<file path="src/rtl/writeback_stage.sv">
`default_nettype none
// ----------------------------------------------------------------------------
// writeback_stage : arbitrates ALU/load results into a FIFO that drains into
// the register-file write port. Optional WB_FWD_EN adds forwarding. Rev 1.0
// ----------------------------------------------------------------------------
module writeback_stage #(
  parameter int n     = 32,
  parameter int DEPTH = 4
) (
  input  logic                       clock,
  input  logic                       reset,
  input  logic                       alu_valid,
  output logic                       alu_ready,
  input  logic [4:0]                 alu_rd,
  input  logic [n-1:0]               alu_data,
  input  logic                       mem_valid,
  output logic                       mem_ready,
  input  logic [4:0]                 mem_rd,
  input  logic [n-1:0]               mem_data,
  input  logic [2:0]                 mem_funct3,
  input  logic [1:0]                 mem_addr_lo,
  input  logic                       wb_stall,
`ifdef WB_FWD_EN
  input  logic [4:0]                 fwd_raddr,
  output logic                       fwd_hit,
  output logic [n-1:0]               fwd_data,
`endif
  output logic                       regw,
  output logic [5:0]                 waddr,
  output logic [n-1:0]               wdata,
  output logic [$clog2(DEPTH):0]     wb_count
);

  localparam int PW = $clog2(DEPTH);
  localparam int CW = PW + 1;
  localparam logic [CW-1:0] FULL = CW'(DEPTH);

  logic [4:0]    q_rd   [DEPTH];
  logic [n-1:0]  q_data [DEPTH];
  logic [PW-1:0] wr_ptr, rd_ptr;

  logic          has_room, push_mem, push_alu, push, pop;
  logic [4:0]    push_rd;
  logic [n-1:0]  push_data, ld_data;
  logic [7:0]    ld_byte;
  logic [15:0]   ld_half;

  assign has_room  = !reset && (wb_count < FULL);
  assign mem_ready = has_room;
  assign alu_ready = has_room && !mem_valid;
  assign push_mem  = mem_valid && mem_ready;
  assign push_alu  = alu_valid && alu_ready;
  assign push      = push_mem || push_alu;
  assign pop       = (wb_count != '0) && !wb_stall;

  // Byte/half lanes follow little-endian addressing within the word.
  always_comb begin
    ld_byte = mem_data[7:0];
    case (mem_addr_lo)
      2'd0:    ld_byte = mem_data[7:0];
      2'd1:    ld_byte = mem_data[15:8];
      2'd2:    ld_byte = mem_data[23:16];
      default: ld_byte = mem_data[31:24];
    endcase
    ld_half = mem_addr_lo[1] ? mem_data[31:16] : mem_data[15:0];
    case (mem_funct3)
      3'b000:  ld_data = {{(n-8){ld_byte[7]}}, ld_byte};
      3'b001:  ld_data = {{(n-16){ld_half[15]}}, ld_half};
      3'b100:  ld_data = {{(n-8){1'b0}}, ld_byte};
      3'b101:  ld_data = {{(n-16){1'b0}}, ld_half};
      default: ld_data = mem_data;
    endcase
  end

  assign push_rd   = push_mem ? mem_rd  : alu_rd;
  assign push_data = push_mem ? ld_data : alu_data;

  always_ff @(posedge clock) begin
    if (push && !reset) begin
      q_rd[wr_ptr]   <= push_rd;
      q_data[wr_ptr] <= push_data;
    end
  end

  always_ff @(posedge clock) begin
    if (reset) begin
      wr_ptr   <= '0;
      rd_ptr   <= '0;
      wb_count <= '0;
      regw     <= 1'b0;
      waddr    <= '0;
      wdata    <= '0;
    end else begin
      regw <= 1'b0;
      if (push) wr_ptr <= wr_ptr + 1'b1;
      if (pop) begin
        rd_ptr <= rd_ptr + 1'b1;
        regw   <= (q_rd[rd_ptr] != 5'd0);
        waddr  <= {1'b0, q_rd[rd_ptr]};
        wdata  <= q_data[rd_ptr];
      end
      case ({push, pop})
        2'b10:   wb_count <= wb_count + 1'b1;
        2'b01:   wb_count <= wb_count - 1'b1;
        default: wb_count <= wb_count;
      endcase
    end
  end

`ifdef WB_FWD_EN
  logic [PW-1:0] fwd_idx;

  // Scan oldest to youngest so the youngest match wins; output register is oldest.
  always_comb begin
    fwd_hit  = 1'b0;
    fwd_data = '0;
    fwd_idx  = '0;
    if (fwd_raddr != 5'd0) begin
      if (regw && (waddr[4:0] == fwd_raddr)) begin
        fwd_hit  = 1'b1;
        fwd_data = wdata;
      end
      for (int i = 0; i < DEPTH; i++) begin
        fwd_idx = rd_ptr + PW'(i);
        if ((CW'(i) < wb_count) && (q_rd[fwd_idx] == fwd_raddr)) begin
          fwd_hit  = 1'b1;
          fwd_data = q_data[fwd_idx];
        end
      end
    end
  end
`endif

endmodule
`default_nettype wire

</file>
<file path="config.mk">
export PLATFORM = sky130hd
export DESIGN_NAME = writeback_stage
export DESIGN_NICKNAME = d
export VERILOG_FILES = /design/src/rtl/writeback_stage.sv
export SDC_FILE = /design/constraint.sdc
export NUM_CORES = 1
export LEC_CHECK = 0
export CAP_MARGIN = 30
export CORE_MARGIN = 1.5
export CORE_UTILIZATION = 55
export CTS_BUF_LIST = sky130_fd_sc_hd__clkbuf_4
export DETAILED_ROUTE_END_ITERATION = 8
export PLACE_DENSITY = 0.93
export SYNTH_ARGS = -nofsm -noshare
export SYNTH_HDL_FRONTEND = slang
export SYNTH_SLANG_ARGS = --single-unit
</file>
<file path="constraint.sdc">
create_clock -name clock -period 3 [get_ports clock]
set_input_delay 0.45 -clock clock [delete_from_list [all_inputs] [get_ports clock]]
set_output_delay 0.45 -clock clock [all_outputs]
set_load 0.01 [all_outputs]
</file>
==> results of run 1 <==
==> where the power goes <==
group,internal [W],switching [W],leakage [nW]
Clock,0.000483,0.000846,0.136
Sequential,0.00333,0.000172,1.74
Combinational,0.00105,0.00113,1.44
Total,0.00487,0.00214,3.31
==> tightest hold or removal path: cells and delay by family, from the launching register on <==
kind / cells / cell delay [ns]
AND/OR/NAND/NOR: 1 / 0.05
AO/OA/AOI/OAI: 1 / 0.05
flip-flops: 1 / 0.34
==> registers in the layout, indices dropped and copies added, names as in the netlist, named ones only <==
signal,count
q_rd,20
rd_ptr,2
wr_ptr,2
waddr,5
q_data,128
wb_count,3
wdata,32
regw,1
==> cell usage after synthesis (4+ instances only) <==
| library cell | count | area (um^2) |
|---|---|---|
| mux4_2 | 37 | 833.3 |
| nand2_1 | 116 | 435.4 |
| buf_2 | 14 | 70.07 |
| dfxtp_1 | 47 | 940.9 |
| edfxtp_1 | 148 | 4444 |
| nor2_1 | 28 | 105.1 |
| o21ai_0 | 15 | 75.07 |
| a21oi_1 | 45 | 225.2 |
| ha_1 | 5 | 62.56 |
| and2_1 | 4 | 25.02 |
| a21oi_2 | 10 | 87.58 |
| buf_6 | 6 | 67.56 |
| clkbuf_1 | 10 | 37.54 |
| o22ai_1 | 16 | 100.1 |
| a2bb2o_1 | 6 | 60.06 |
| nand2b_1 | 8 | 50.05 |
| mux2i_1 | 10 | 100.1 |
| buf_4 | 8 | 60.06 |
| a22oi_1 | 9 | 67.56 |
| mux2_2 | 7 | 78.83 |
| inv_1 | 9 | 33.78 |
==> worst paths after layout <==
| check | to | slack (ns) |
|---|---|---|
| max reg2reg | wb_count[2] | 0.75 |
| min reg2reg | wdata[28] | 0.47 |
| max | wb_count[2] | 0.75 |
| min | wdata[28] | 0.47 |
==> metal layers <==
| metal | track usage, % | up-vias | wire length, um |
|---|---|---|---|
| li1 | - | 2419 | - |
| met1 | 31.30 | 2621 | 6880 |
| met2 | 40.57 | 369 | 9426 |
| met3 | 6.333 | 46 | 1901 |
| met4 | 12.90 | 0 | 667 |
| met5 | 0 | - | 0 |
==> kinds of logic after synthesis <==
logic type	after synthesis	share of synthesized area (%)
AND/OR/NAND/NOR	166	8.477
adder cells (fa/ha/maj)	6	1.003
AO/OA/AOI/OAI	110	8.735
XOR/XNOR	5	0.5318
buffers and inverters	49	3.357
other	1	0.04553
flip-flops	195	65.38
multiplexers	55	12.47
==> through the flow <==
step / util, % / power, W / area [um^2] / setup slack (ns)
floorplan: - / 0.004958 / 8237 / 0.7033
global placement: 66.22 / 0.005653 / 9661 / 0.4829
detailed placement: 66.22 / 0.005761 / 9661 / 0.3541
CTS: 68.07 / 0.007054 / 9931 / 0.7221
global route: 68.09 / 0.007359 / 9933 / 0.5848
finish: 68.09 / 0.007014 / 9933 / 0.7473
==> layout by cell type, fill, tap and decap left out, types with 4 or more instances in the layout <==
master / count
nor2_1: 28
inv_1: 9
buf_12: 5
a21oi_1: 45
nand2_1: 116
clkbuf_4: 17
nand2b_1: 8
dfxtp_1: 46
mux4_2: 37
clkinvlp_4: 4
buf_4: 10
ha_1: 5
mux2_2: 7
a22oi_1: 9
and2_1: 4
a21oi_2: 10
a2bb2o_1: 6
mux2i_1: 10
o22ai_1: 16
o21ai_0: 15
edfxtp_1: 148
clkdlybuf4s50_1: 125
==> final cells by class <==
class                           instances  area, um^2  share of cell area, %
Clock inverter                         15       142.6                  1.436
Multi-Input combinational cell        343        2575                  25.92
Sequential cell                       195        5386                  54.23
Timing Repair Buffer                  141        1431                  14.41
Inverter                               10       37.54                 0.3779
Clock buffer                           17       127.6                  1.285
Tap cell                              184       230.2                  2.318
Antenna cell                            1       2.502                0.02519
==> flow_summary.ini, run 1 <==
[detailed_routing]
drt-pass1-iter-count = 5
vias = 5455
ant_nets = 0
drc_errors = 0
initialDrtViolationCount = 556
via_per_inst = 6.021
routedWlPerCell_um = 20.83
wl_um = 18880

[logic_synthesis]
synthFlopType = edfxtp_1
synth_seq_area_share_pct = 65.38
postSynthCellCount = 587
synth_area_per_cell_um2 = 14.03
syn_nets = 677
synth_edf_count = 148
syn_area_um2 = 8237
yosysWarningCount = 0
synthArstFlopShare_pct = 0
yosysUniqueCellTypes = 45
ys_ff_latch = 195

[timing]
worstMarginPinSlew_ns = 0.6271
hold_ws_ns = 0.4676
relSlewSlack_pct = 58.19
finClkSkew_ns = 0.01329
fin_crit_ns = 2.253
fmax_mhz = 443.9
setup_tns_ns = 0
rsz0062_at_grt = false
report.final.slew_viol_count = 0
setup_viol_count_final = 0
fin_crit_sh_pct = 75.09
hold_violations = 0

[critical_path]
setup.worst_path.start = wb_count[2]
r2r_start = wb_count[2]
reg2reg_depth = 9
crit_required_ns = 3.51
slowest_delay_ns = 0.53
cp.depth = 9
crit_top_cell = inv_1
worstSetupStartpointType = flip-flop
worst_setup_path_end_kind = flip-flop
cp_slowest_cell = dfxtp_1
crit_arrival_ns = 2.77
crit_type = reg -> reg
cp.buffers_inverters = 2
cp_max_fo = 7
critical_path.top_delay_family = adder cells
path_cells = nor2_1 > o21a_1 > inv_1 > ha_1 > inv_1 > fa_1 > xor2_1 > or3_1 > a21oi_1

[run]
maxCapViolCount = 0

[floorplanning]
boundaryPins = 128
die_h_um = 125.4
die_area_um2 = 15720
initial_core_util_pct = 56.46
rows = 44
dieWidth_um = 125.4
core_area_um2 = 14590

[cts]
holdBufCountCts = 0
cts_buffers = 17
cts_root_buf = clkbuf_4
htreeDepth = 4
cts_max_path_buffers = 2
cts_tree = yes
clock_latency_ns = 0.58
ctsResizeCount = 0
clkTransAtPathRegs_ns = 0.14
cts_sinks = 195
cts_setup_buffers = 0

[min_path]
min_path_type = reg -> reg
hold_start = wdata[28]
holdPathStages = 2

[power]
vdd_ir_drop_max_mv = 0.2801
p_per_area_nw_per_um2 = 706.1
leakagePower_nw = 3.307

[global_route]
gr-usage-all-layers_pct = 24.99
first_global_vias = 5622
antenna_found_initial = 1
grt_pass1_wl_um = 29730
grt_max_degree = 48
grt_remaining_overflow = 0

[placed_design]
dp.cells = 873
gp_congestion = 0.8829
dpl.hpwl_um = 12960
io_buffers = 126

[final_layout]
area_growth_pct = 20.60
finalNetCount = 798
drive_gt1_share_pct = 15.26
instances_no_fill = 906
n_fill_cell = 878

[outcome]
status = complete, no violations
Note: power is estimated with default switching activity, not from simulation.
==> inputs of run 2 (changes only) <==
==> constraint.sdc (replaced) <==
create_clock -name clock -period 2.35 [get_ports clock]
set_input_delay 0.3525 -clock clock [delete_from_list [all_inputs] [get_ports clock]]
set_output_delay 0.3525 -clock clock [all_outputs]
set_load 0.01 [all_outputs]
==> run 2 against run 1 <==
Net effect:
- routed wire length grew 8.0%
- die area is the same
- core utilization grew 1.5 points
- clock skew grew 0.0043 ns
- non-clock buffer count grew 21
- design area grew 2.2%
- combinational power grew 34%
- power grew 33%
- hold slack lost 0.021 ns
- setup slack lost 0.56 ns
- cell count grew 2.2%
- sequential power grew 28%
- critical endpoint is now mem_ready
- highest routed layer unchanged
==> flow_summary.ini, run 2 (synthesized netlist as in run 1, its figures left out) <==
[outcome]
status = complete, no violations

[cts]
holdBufCountCts = 0
cts_tree = yes
cts_root_buf = clkbuf_4
htreeDepth = 4
cts_sinks = 195
cts_buffers = 17
clkTransAtPathRegs_ns = 0.15
clock_latency_ns = 0.55
cts_max_path_buffers = 2

[timing]
fin_crit_sh_pct = 92.21
setup_tns_ns = 0
worst_slack_ns = 0.1832
rsz0062_at_grt = false
fin_crit_ns = 2.167
setup_viol_count_final = 0
fmax_mhz = 461.5
worstMarginPinSlew_ns = 0.6319
relSlewSlack_pct = 57.77
finClkSkew_ns = 0.01757
report.final.slew_viol_count = 0
hold_violations = 0

[final_layout]
regArea_um2 = 5386
reg_top3 = q_data (128), wdata (32), q_rd (20)
drive_gt1_share_pct = 17.81
top_register = q_data
largest_register_ff_count = 128
area_growth_pct = 23.26
multiInputGateArea_um2 = 2577
finalNetCount = 819
layout_common_cells = 148 x edfxtp_1, 125 x clkdlybuf4s50_1, 116 x nand2_1, 46 x dfxtp_1, 45 x a21oi_1
n_fill_cell = 892
final_common_cell = edfxtp_1

[run]
maxCapViolCount = 0

[critical_path]
crit_arrival_ns = 1.81
worstSetupStartpointType = flip-flop
crit_required_ns = 2.00
setup.worst_path.start = wb_count[2]
r2r_start = wb_count[2]
crit_type = reg -> out
worst_setup_path_end_kind = output pin
cp_max_fo = 6

[power]
vdd_ir_drop_max_mv = 0.5161
p_int_w = 0.006511
clkPwrFrac_pct = 20.6
p_per_area_nw_per_um2 = 919.7
leakagePower_nw = 3.456
pwr-share-seq_pct = 48.0
switching_share_pct = 30.26
p_sw_w = 0.002825
combinationalPowerShare_pct = 31.4

[detailed_routing]
drt-pass1-iter-count = 5
initialDrtViolationCount = 802
routedWlPerCell_um = 22.02
wl_um = 20390
via_per_inst = 6.184
ant_nets = 0
drc_errors = 0
vias = 5726

[global_route]
grt_max_degree = 47
grt_remaining_overflow = 0
gr-usage-all-layers_pct = 26.44
grt_pass1_wl_um = 31390
antenna_found_initial = 1
first_global_vias = 5757

[floorplanning]
boundaryPins = 128
dieWidth_um = 125.4
core_area_um2 = 14590
die_area_um2 = 15720
initial_core_util_pct = 56.46
rows = 44
die_h_um = 125.4

[placed_design]
gp_congestion = 0.9099
io_buffers = 126
place_ws_ns = -0.1486
dpl.hpwl_um = 13470

[min_path]
min_path_type = in -> reg
hold_start = reset
==> run 2: cell count changes in the layout (fill, tap and decap cells not counted), moves of 2 or more <==
cell,delta
buf_4,+20
clkinvlp_4,-4
inv_6,+3
bufinv_16,+2
==> run 2: cell type report <==
class,instances,share of cell area [%]
clock buffers,18,1.331
multi-input cells,343,25.39
clock inverters,13,1.787
diodes,1,0.02465
inverters,10,0.3697
repair buffers,162,15.78
well taps,184,2.268
flip-flops and latches,195,53.06
==> run 2: through the flow <==
stage,area [um^2],total power (W),util [%],std cells,hold slack (ns)
floorplan,8237,0.006329,-,587,0.4805
global placement,9831,0.007259,67.38,894,0.4467
detailed placement,9831,0.007429,67.38,894,0.4506
CTS,10150,0.009333,69.55,925,0.4124
global route,10150,0.009722,69.59,926,0.4204
finish,10150,0.009337,69.59,926,0.4466
==> run 2: timing repair <==
action / CTS / global route
resized for setup: 0 / 1
endpoints found under the setup margin: 0 / 1
buffers inserted: 0 / 0
==> run 2: worst max-delay path, stage by stage (launching register included) <==
cell and delay (ns):
dfxtp_1 0.35, buf_4 0.16, nor2_2 0.19, clkdlybuf4s50_1 0.57
==> run 2: power by group through the flow <==
| stage | Combinational, W | Clock [W] | Sequential (W) |
|---|---|---|---|
| final | 0.00293 | 0.00192 | 0.00448 |
| after detailed placement | 0.00287 | 0 | 0.00455 |
| after global routing | 0.00312 | 0.00207 | 0.00453 |
| after CTS | 0.00293 | 0.00193 | 0.00448 |
| after floorplan | 0.00175 | 0 | 0.00458 |
| after global placement | 0.00275 | 0 | 0.00451 |
==> run 2: metal layers <==
| layer | wire length [um] | track usage, % | part of all wire, % |
|---|---|---|---|
| met1 | 7197 | 32.06 | 35 |
| met2 | 10080 | 44.33 | 49 |
| met3 | 1980 | 5.777 | 9.7 |
| met4 | 1130 | 14.57 | 5.5 |
| met5 | 0 | 0 | 0 |
==> run 2: final timing paths <==
check / endpoint / slack (ns) / cells past startpoint
worst max register to register: q_data[0][3] / 0.18 / 5
worst min-delay path: waddr[1] / 0.45 / 3
worst min register to register: wdata[12] / 0.47 / 2
worst max-delay path: mem_ready / 0.18 / 3
